## config.mk

```make
export PLATFORM = sky130hd
export DESIGN_NAME = control_sequencer
export DESIGN_NICKNAME = d
export VERILOG_FILES = /design/src/rtl/control_sequencer_pkg.sv /design/src/rtl/control_sequencer.sv
export SDC_FILE = /design/constraint.sdc
export NUM_CORES = 1
export LEC_CHECK = 0
export ABC_AREA = 1
export BUFFER_PORTS_ARGS = -buffer_cell sky130_fd_sc_hd__buf_4
export CAP_MARGIN = 20
export CORE_ASPECT_RATIO = 1.4
export CORE_MARGIN = 2
export CORE_UTILIZATION = 50
export CTS_CLUSTER_DIAMETER = 200
export DETAILED_ROUTE_END_ITERATION = 7
export GPL_TIMING_DRIVEN = 0
export PLACE_DENSITY = 0.8
export SETUP_SLACK_MARGIN = 0.2
export SYNTH_ARGS = -nofsm -noshare
export SYNTH_HDL_FRONTEND = slang
export SYNTH_SLANG_ARGS = --single-unit
```

## constraint.sdc

```tcl
create_clock -name clock -period 2.8 [get_ports clock]
set_input_delay 0.56 -clock clock [delete_from_list [all_inputs] [get_ports clock]]
set_output_delay 0.56 -clock clock [all_outputs]
set_load 0.1 [all_outputs]
```

## src/rtl/control_sequencer_pkg.sv

```systemverilog
// rtl/control_sequencer_pkg.sv - shared opcode type and datapath select encodings
package riscv_package;

  typedef enum logic [6:0] {
    Load                                   = 7'b0000011,
    Store                                  = 7'b0100011,
    Branch                                 = 7'b1100011,
    Jump_And_Link                          = 7'b1101111,
    Jump_And_Link_Register                 = 7'b1100111,
    Immediate_Arithmetic                   = 7'b0010011,
    Register_Arithmetic                    = 7'b0110011,
    Add_Upper_Immediate_To_Program_Counter = 7'b0010111,
    Load_Upper_Immediate                   = 7'b0110111,
    Fence                                  = 7'b0001111,
    System                                 = 7'b1110011
  } opcode_t;

  localparam logic [1:0] WRITE_SOURCE_ALU       = 2'd0;
  localparam logic [1:0] WRITE_SOURCE_MEMORY    = 2'd1;
  localparam logic [1:0] WRITE_SOURCE_PC_PLUS_4 = 2'd2;
  localparam logic [1:0] WRITE_SOURCE_IMMEDIATE = 2'd3;

  localparam logic [1:0] PC_SELECT_PLUS_4       = 2'd0;
  localparam logic [1:0] PC_SELECT_ALU          = 2'd1;
  localparam logic [1:0] PC_SELECT_ALU_CLEAR_0  = 2'd2;

endpackage

```

## src/rtl/control_sequencer.sv

```systemverilog
// rtl/control_sequencer.sv - multi-cycle fetch/decode/execute/memory/writeback controller
module control_sequencer
  import riscv_package::*;
#(
  parameter int COUNTER_WIDTH = 32
) (
  input  logic                     clock,
  input  logic                     reset,
  input  logic [6:0]               opcode,
  input  logic                     branch_taken,
  input  logic                     memory_ready,
  output logic                     memory_request,
  output logic                     memory_write,
  output logic                     memory_address_select,
  output logic                     instruction_register_enable,
  output logic                     alu_a_select,
  output logic                     alu_b_select,
  output logic                     register_write_enable,
  output logic [1:0]               register_write_source,
  output logic                     program_counter_enable,
  output logic [1:0]               program_counter_select,
  output logic                     halted,
  output logic [COUNTER_WIDTH-1:0] retired_count
);

  typedef enum logic [2:0] {FETCH, DECODE, EXECUTE, MEMORY, WRITEBACK, HALT} state_t;

  state_t  state;
  opcode_t op;

  assign op = opcode_t'(opcode);

  always_ff @(posedge clock or posedge reset) begin
    if (reset) begin
      state         <= FETCH;
      retired_count <= '0;
    end else begin
      if (program_counter_enable)
        retired_count <= retired_count + COUNTER_WIDTH'(1);
      case (state)
        FETCH:
          if (memory_ready) state <= DECODE;
        DECODE:
          case (op)
            Load, Store, Branch, Jump_And_Link, Jump_And_Link_Register,
            Immediate_Arithmetic, Register_Arithmetic,
            Add_Upper_Immediate_To_Program_Counter, Load_Upper_Immediate,
            Fence:   state <= EXECUTE;
            default: state <= HALT;
          endcase
        EXECUTE:
          case (op)
            Branch, Fence: state <= FETCH;
            Load, Store:   state <= MEMORY;
            default:       state <= WRITEBACK;
          endcase
        MEMORY:
          if (memory_ready) state <= (op == Store) ? FETCH : WRITEBACK;
        WRITEBACK:
          state <= FETCH;
        default:
          state <= HALT;
      endcase
    end
  end

  // Outputs decode the state register; reset forces them low at once, even mid-access.
  always_comb begin
    memory_request              = 1'b0;
    memory_write                = 1'b0;
    memory_address_select       = 1'b0;
    instruction_register_enable = 1'b0;
    alu_a_select                = 1'b0;
    alu_b_select                = 1'b0;
    register_write_enable       = 1'b0;
    register_write_source       = WRITE_SOURCE_ALU;
    program_counter_enable      = 1'b0;
    program_counter_select      = PC_SELECT_PLUS_4;
    halted                      = 1'b0;
    if (!reset) begin
      // ALU operand selects stay put from EXECUTE through WRITEBACK so the result is stable.
      if (state == EXECUTE || state == MEMORY || state == WRITEBACK) begin
        alu_a_select = op inside {Branch, Jump_And_Link, Add_Upper_Immediate_To_Program_Counter};
        alu_b_select = op inside {Immediate_Arithmetic, Load, Store, Branch, Jump_And_Link,
                                  Jump_And_Link_Register, Add_Upper_Immediate_To_Program_Counter};
      end
      case (state)
        FETCH: begin
          memory_request              = 1'b1;
          instruction_register_enable = memory_ready;
        end
        EXECUTE: begin
          if (op == Branch) begin
            program_counter_enable = 1'b1;
            program_counter_select = branch_taken ? PC_SELECT_ALU : PC_SELECT_PLUS_4;
          end else if (op == Fence) begin
            program_counter_enable = 1'b1;
          end
        end
        MEMORY: begin
          memory_request         = 1'b1;
          memory_address_select  = 1'b1;
          memory_write           = (op == Store);
          program_counter_enable = (op == Store) && memory_ready;
        end
        WRITEBACK: begin
          register_write_enable  = 1'b1;
          program_counter_enable = 1'b1;
          case (op)
            Load:                 register_write_source = WRITE_SOURCE_MEMORY;
            Load_Upper_Immediate: register_write_source = WRITE_SOURCE_IMMEDIATE;
            Jump_And_Link: begin
              register_write_source  = WRITE_SOURCE_PC_PLUS_4;
              program_counter_select = PC_SELECT_ALU;
            end
            Jump_And_Link_Register: begin
              register_write_source  = WRITE_SOURCE_PC_PLUS_4;
              program_counter_select = PC_SELECT_ALU_CLEAR_0;
            end
            default:              register_write_source = WRITE_SOURCE_ALU;
          endcase
        end
        HALT:
          halted = 1'b1;
        default: ;
      endcase
    end
  end

endmodule

```

==> results.md <==
* Status: complete, no violations
* Die width at roughly 66 um
* Total wire length at roughly 7600 um
* Fin cells at between 500 and 600
* Clock group share of total power at 27.8%
* CTS Buffer Depth at 2
* First-pass GRT wire length at 12,700 um
* Synth unique cells at 28
* Core area at 0.00524 sq mm
* Yosys reg bits at 35
* Synth top area share at 32.1%
* Max-Cap Viols at 0
* Remaining DRCs at 0
* # IOs at 56
* H-tree levels at 2
* P_sw at 0.875 mW
* Vias in the first global route at roughly 2,900
* Worst-Margin Slew at 491 ps
* Post-Syn Nets at 448
* Cts hold-fix bufs at 0
* CTS tree: done
* Pins Over Slew Limit at 0
* CTS clk-pin slew, worst paths at around 80 ps
* Via/cell ratio at 5.29
* Reg power frac at 30.0%
* Nets at 511
* Peak supply drop at 0.428 mV
* Worst slew margin at around two thirds
* Worst Path Max Fanout at 6
* Clock Latency Late Sink at between 200 and 300 ps
* Crit Path Class: reg2out
* Root buffer cell: clkbuf_8
* Power Density at 577 mW/mm^2
* Antenna Nets Post-Route at 0
* Initial drt markers at 152
* Post-CTS setup repair buffer count at 0
* Starting Density at 52.1%
* WP data arrival at 1900 ps
* Lkg Pwr at 1.72 nW
* Most frequently used flop master after synthesis: dfrtp_1
* Tcrit/Tclk final at about nine tenths
* Die Ht at 91.4 um
* Worst Hold Class: reg2reg
* Register area share after synthesis at 32.1%
* N_diodes at 0
* Crit start category: register
* TritonCTS sink count at 35
* Post-route setup TNS at 0 ps
* Total number of vias at approximately 3,000
* Critical path endpoint category: primary output
* Synth area leaders: dfrtp_1 32%, nand2_1 26%, nor2_1 9.4%, nand3_1 7.3%, nand3b_1 3.6%
* GRT Util Overall at between 20% and 30%
* Syn-to-layout area delta at 26.5%
* Top post-synthesis cells by count: 189 x nand2_1, 68 x nor2_1, 40 x nand3_1
* Total gr overflow at 0
* Final Setup Violations at 0
* Most common cell in the netlist: nand2_1
* Number of synthesized flops with an enable pin at 0
* Min Clock Period, post-route at between 2000 and 2500 ps
* Synth warn at 0
* DP Cell Count at 558
* Pin count of the biggest net entering global routing at 35
* Total CTS buffers at 5
* Gate Count Post-Synth at 436
* Critical path data required time at 2240 ps
* Routed len/inst at 13.5 um
* Die footprint at 0.00607 sq mm
* I/O Buffers at 55
* Std cell rows at 31
* Sw frac at 43.9%
* RSZ-0062 raised after global routing: true
* Combinational share of power at around 42%
* Fmax at 406 MHz
* Antenna violations before repair at 0
* Syn avg cell area at 6.26 sq um
* GPL Wtd Cong at 0.936
* Path depth of the worst reg2reg path at 8
* Pint at 1.12 mW
* Mapped cell area at between 0.002 and 0.003 sq mm
* Async S/R FF share, synth at between 90% and 100%
* Layout cells sized above 1 at 21.6%
* Post-DP HPWL at 6060 um
* Area leader, netlist: dfrtp_1
* Worst Hold Depth at 2
* Final Hold Fails at 0
* Skew final at 7.25 ps
* DR pass1 iterations at 5
## final cells by class
| type | count | area, sq um |
|---|---|---|
| plain buffers | 9 | 68.8 |
| clock buffers | 6 | 72.6 |
| clock inverters | 2 | 60.1 |
| fillers | 504 | 1790 |
| inverters | 32 | 131 |
| multi-input cells | 360 | 1720 |
| flip-flops and latches | 35 | 876 |
| well taps | 66 | 82.6 |
| repair buffers | 56 | 437 |
## power groups by stage
stage	Sequential [mW]	Clock (mW)	Combinational, mW
finish	0.598	0.554	0.841
global route	0.604	0.584	0.902
CTS	0.598	0.558	0.839
detailed placement	0.606	0	0.834
global placement	0.604	0	0.818
floorplan	0.747	0	0.511
## sequential cells by signal, summed over array words and instances, names as in the netlist
register	cells
retired_count	32
state	3
## logic make-up after synthesis
kind of cell,Yosys count,share of synthesized area (%)
compound gates,13,3.17
xor+xnor,15,4.82
fa+ha+maj,1,0.459
buf+inv,41,6.88
flops,35,32.1
simple gates,331,52.6
## cell usage in the layout (no fill, tap or decap), types with 3 or more instances in the layout
cell type   instances
nand3_1            39
nand4_1             3
xor2_1             11
o21ai_0             3
dfrtp_1            35
buf_4              57
clkbuf_1            3
nor2_1             65
clkinvlp_4          3
xnor2_1             4
inv_1              20
nor2_4              4
nor2_2              7
clkbuf_8            5
buf_6               4
nand3b_1           13
nand2_1           188
inv_2               8
## stage by stage
step	total power [mW]	setup slack (ps)	utilization, %	hold WS (ps)	area (sq um)
3_3_place_gp	1.42	-239	62.7	498	3280
2_1_floorplan	1.26	-276	-	603	2790
5_1_grt	2.09	197	65.9	584	3450
6_report	1.99	336	65.9	520	3450
3_5_place_dp	1.44	316	63.1	510	3300
4_1_cts	1.99	224	65.8	526	3440
## routing by layer
layer	routed length, um	global-route usage [%]	vias up	part of all wire (%)
li1	-	-	1490	-
met1	2920	28.3	1377	38
met2	3960	48.8	99	52
met3	363	3.84	27	4.8
met4	366	14.6	0	4.8
met5	0	0	-	0
## path summary, 6_finish.rpt
kind	slack, ps	from	end
worst max-delay path	340	state[0]	register_write_source[1]
worst min-delay path	520	retired_count[31]	retired_count[31]
worst max register to register	970	retired_count[0]	retired_count[16]
worst min register to register	520	retired_count[31]	retired_count[31]
max in group asynchronous	1770	reset	state[2]
min in group asynchronous	570	reset	retired_count[23]
## what timing repair did
item / CTS / global route
pin swaps: 0 / 0
resized for setup: 2 / 2
endpoints found under the hold margin: 0 / 0
gates cloned: 0 / 0
endpoints found under the setup margin: 2 / 4
## worst max-delay path, cell delays in order (launching register included)
cell        delay [ps]
dfrtp_1            450
nor2_1             170
inv_1               80
nor2_2             210
nand2_2            170
clkinvlp_4         110
nand2_1             60
o21ai_2             70
buf_4              300
Note: power is estimated with default switching activity, not from simulation.
